--- config.mk ---
export PLATFORM = sky130hd
export DESIGN_NAME = psx_input_state_arbiter
export DESIGN_NICKNAME = d
export VERILOG_FILES = /design/src/rtl/psx_input_state_arbiter.sv
export SDC_FILE = /design/constraint.sdc
export NUM_CORES = 1
export LEC_CHECK = 0
export CORE_MARGIN = 1
export CORE_UTILIZATION = 42
export CTS_BUF_LIST = sky130_fd_sc_hd__clkbuf_4 sky130_fd_sc_hd__clkbuf_8 sky130_fd_sc_hd__clkbuf_16
export CTS_CLUSTER_DIAMETER = 150
export DETAILED_ROUTE_END_ITERATION = 10
export PLACE_DENSITY = 0.78
export SYNTH_ARGS = -nofsm -noshare
export SYNTH_HDL_FRONTEND = slang
export SYNTH_SLANG_ARGS = --single-unit
export TNS_END_PERCENT = 10
--- constraint.sdc ---
create_clock -name clk -period 2.02 [get_ports clk]
set_input_delay 0.606 -clock clk [delete_from_list [all_inputs] [get_ports clk]]
set_output_delay 0.606 -clock clk [all_outputs]
set_load 0.005 [all_outputs]
--- src/rtl/psx_input_state_arbiter.sv ---
`default_nettype none
// ============================================================================
// psx_input_state_arbiter : atomic-burst arbiter for the Dual Shock input_state write port
// Rev 1.0
// ============================================================================
module psx_input_state_arbiter #(
  parameter int TIMEOUT_CYCLES = 255
) (
  input  logic       clk,
  input  logic       reset,
  input  logic       hold,
  input  logic       a_req,
  input  logic [4:0] a_addr,
  input  logic [7:0] a_data,
  input  logic       a_last,
  output logic       a_gnt,
  input  logic       b_req,
  input  logic [4:0] b_addr,
  input  logic [7:0] b_data,
  input  logic       b_last,
  output logic       b_gnt,
  output logic [4:0] write_addr,
  output logic [7:0] write_data,
  output logic       write_en,
  output logic       burst_abort
);

  localparam int            CW        = $clog2(TIMEOUT_CYCLES + 1);
  localparam logic [CW-1:0] C_TO_LAST = CW'(TIMEOUT_CYCLES - 1);

  typedef enum logic [1:0] {
    S_IDLE    = 2'd0,
    S_BURST_A = 2'd1,
    S_BURST_B = 2'd2
  } state_t;

  state_t        state;
  logic          last_winner_b;
  logic [CW-1:0] idle_cnt;
  logic          a_xfer;
  logic          b_xfer;

  // New bursts only start from idle with no PSX packet running; a locked owner ignores hold.
  always_comb begin
    a_gnt = 1'b0;
    b_gnt = 1'b0;
    if (!reset) begin
      case (state)
        S_IDLE: begin
          if (!hold) begin
            if (a_req && (!b_req || last_winner_b)) a_gnt = 1'b1;
            else if (b_req)                         b_gnt = 1'b1;
          end
        end
        S_BURST_A: a_gnt = 1'b1;
        S_BURST_B: b_gnt = 1'b1;
        default: ;
      endcase
    end
  end

  assign a_xfer = a_req & a_gnt;
  assign b_xfer = b_req & b_gnt;

  always_ff @(posedge clk) begin
    if (reset) begin
      state         <= S_IDLE;
      last_winner_b <= 1'b1;
      idle_cnt      <= '0;
      write_en      <= 1'b0;
      write_addr    <= '0;
      write_data    <= '0;
      burst_abort   <= 1'b0;
    end else begin
      write_en    <= 1'b0;
      burst_abort <= 1'b0;
      if (a_xfer) begin
        write_en      <= 1'b1;
        write_addr    <= a_addr;
        write_data    <= a_data;
        last_winner_b <= 1'b0;
        idle_cnt      <= '0;
        state         <= a_last ? S_IDLE : S_BURST_A;
      end else if (b_xfer) begin
        write_en      <= 1'b1;
        write_addr    <= b_addr;
        write_data    <= b_data;
        last_winner_b <= 1'b1;
        idle_cnt      <= '0;
        state         <= b_last ? S_IDLE : S_BURST_B;
      end else if (state != S_IDLE) begin
        // Owner is locked but silent; beats already written stay written.
        if (idle_cnt == C_TO_LAST) begin
          state       <= S_IDLE;
          idle_cnt    <= '0;
          burst_abort <= 1'b1;
        end else begin
          idle_cnt <= idle_cnt + CW'(1);
        end
      end
    end
  end

endmodule
`default_nettype wire
==> qor.csv <==
metric,value,unit
status,"finished, final reports clean",
Final #Nets,233,
"Largest stage delay, worst path",0.28,ns
Total Routed Length,3.13,mm
most frequent cell after synthesis,dfxtp_1,
layout cells sized above 1,0.209,
Finished Core Util,0.675,
area grow syn2layout,50.9,%
Worst setup startpoint,b_req,
"Slowest-stage cell, CP",dlygate4sd2_1,
Core Box Area,2810,sq um
Pre-Repair DR Iteration Count,4,
Skew-Pair Late Insertion Delay,0.31,ns
Synth Flop Type,dfxtp_1,
global route total overflow,0,
Crit Reg-Reg Startpoint,last_winner_b,
largest net degree at the start of global routing,23,
Vias,1222,
DR top layer,met4,
CP Launch Type,input pin,
die height,56.7,um
vias in the first global route,1296,
Slew headroom,0.721,
Post-synth EDFFs,0,
Layout Skew,0.000984,ns
setup violators final,0,
wire per inst,13.8,um
crit end category,output port,
Post-synth top cells,"dfxtp_1 (26), nor2_1 (24), a22oi_1 (14), a21oi_1 (11), a21oi_2 (10)",
WHS Endpoint,idle_cnt[0],
Die X-Extent,56.7,um
post-route cell area,1890,sq um
Mean Syn Cell Area,9.03,sq um
fmax,507,MHz
Die Area,3210,sq um
Worst Max-Slew Pin Slew,0.419,ns
pwr/cell area,557,nW/um^2
Routed met3 length,202,um
FF-to-FF setup slack,0.37,ns
Synth Instances,139,
cell taking the most area after synthesis,dfxtp_1,
Reg2Reg Capture Point,idle_cnt[2],
worst reg-to-reg path cell count,7,
worst-path cell chain,dlygate4sd2_1 > a21oi_2 > a21oi_1 > nor3_1 > buf_2,
WL met1,1.30,mm
H-tree levels,1,
vias per inst,5.38,
Hold Path Depth,2,
shortest period the worst path allows,1.97,ns
RSZ-0062 raised after global routing,no,
HP Class,flip-flop to flip-flop,
Max Buffers Root-to-Sink,2,
clock slew at reported path FFs,0.13,ns
CP Data Required Time,1.41,ns
I/O pin count,50,
crit path kind,input pin to output port,
min-delay src,idle_cnt[0],
sequential fraction of the synthesis area,0.415,
DRC violations left,0,
Post-Syn Area,1250,sq um
Arrival @ worst endpoint,1.37,ns
most area-consuming cells after synthesis,"dfxtp_1 (41%), a22oi_1 (8.4%), nor2_1 (7.2%)",
share of the synthesized area in the top cell type,0.415,
WL met2,1.60,mm
"Max FO, Critical Path",3,
max_cap viols,0,
syn_nets,174,
Iter 0 DRT Violations,38,
GRT Total Usage,0.206,
post-DP HPWL,2.45,mm
Max VDD drop,0.476,mV
Pins Over Slew Limit,0,
period utilisation layout,0.977,
Yosys reg bits,26,
"Async S/R FF share, synth",0,
initial antenna violation count,0,
CTS root buf,clkbuf_4,
distinct cell type count after synthesis,34,
Synth Warn #,0,
initial core utilization,0.447,
Final Hold Vio Count,0,
Detail Route Antenna Nets,0,
Port Buf Inserts,49,
CTS tree,yes,
Site Rows,19,
Lkg Pwr,0.714,nW
total clock buffers created by CTS,3,
ANT cells,0,
first-pass GRT wire length,5.29,mm
GP Congestion,0.843,
Placed Area,1860,sq um
CTS Sinks,26,
fillers,234,
==> timing repair <==
item / in CTS / in global routing
gates cloned: 0 / 0
setup buffers: 1 / 0
endpoints found under the hold margin: 0 / 0
hold buffers: 0 / 0
resized for setup: 15 / 3
endpoints found under the setup margin: 2 / 2
pin swaps: 3 / 1
==> layout make-up <==
cell class	count	area (sq um)	share of cell area
tap	31	38.8	0.0205
multi-input combinational	100	673	0.355
timing repair buffer	63	624	0.330
inverter	4	15.0	0.00793
sequential	26	520	0.275
clock buffer	3	22.5	0.0119
==> sequential cells by signal (all words and copies together) (netlist names) <==
name	count
write_data	8
write_en	1
write_addr	5
state	2
burst_abort	1
idle_cnt	8
last_winner_b	1
==> worst max-delay path, delay by kind of cell <==
kind                   cells  cell delay, ns
buffers and inverters      2            0.41
AOI/OAI and AO/OA          2            0.23
and+or+nand+nor            1            0.12
==> worst max-delay path by stage <==
stage               depth (start not counted)  slack [ns]     to
floorplan                                   3        0.24  b_gnt
global placement                            5       -0.52  b_gnt
detailed placement                          5       -0.66  b_gnt
CTS                                         3        0.02  a_gnt
global route                                5       0.009  a_gnt
finish                                      5        0.05  a_gnt
==> layer usage <==
metal	track usage	vias up
li1	-	609
met1	0.214	574
met2	0.376	35
met3	0.0876	4
met4	0.0571	0
met5	0	-
==> stage by stage <==
| step | setup TNS [ns] | worst slack [ns] | instances | hold slack (ns) | total power, W |
|---|---|---|---|---|---|
| after floorplan | 0 | 0.241 | 139 | 0.465 | 0.000680 |
| after global placement | -5.64 | -0.521 | 223 | 0.477 | 0.000840 |
| after detailed placement | -6.67 | -0.662 | 223 | 0.508 | 0.000849 |
| after CTS | 0 | 0.0190 | 227 | 0.526 | 0.00106 |
| after global routing | 0 | 0.00873 | 227 | 0.565 | 0.00112 |
| final | 0 | 0.0463 | 227 | 0.525 | 0.00106 |
==> cells by family (layout without fill, tap and decap cells) <==
logic type	count (synthesis)	in the layout	share of synthesized area
and+or+nand+nor	50	50	0.200
buffers and inverters	13	70	0.0618
adders and majority gates	2	2	0.0199
DFF	26	26	0.415
AOI/OAI and AO/OA	43	43	0.268
xor gates and xnor gates	5	5	0.0349
==> where the power goes <==
group	leakage (nW)	internal, W	switching, W
Sequential	0.213	0.000548	0.0000204
Clock	0.0138	0.0000697	0.000148
Combinational	0.487	0.000171	0.0000986
Total	0.714	0.000789	0.000267
==> placed cells by master (no fill, tap or decap), types with 2 or more instances in the layout <==
| cell type | instances |
|---|---|
| nand2b_1 | 3 |
| inv_1 | 4 |
| or2_2 | 2 |
| ha_1 | 2 |
| a21oi_2 | 13 |
| buf_2 | 2 |
| nand2_1 | 4 |
| xnor2_1 | 2 |
| a21oi_1 | 8 |
| nor3_1 | 2 |
| clkdlybuf4s15_1 | 2 |
| clkbuf_4 | 3 |
| buf_12 | 3 |
| nor2_1 | 24 |
| clkdlybuf4s50_1 | 43 |
| a22oi_1 | 14 |
| nand4_1 | 3 |
| nand3_1 | 4 |
| dfxtp_1 | 26 |
| xor2_1 | 3 |
| buf_4 | 11 |
Note: power is estimated with default switching activity, not from simulation.
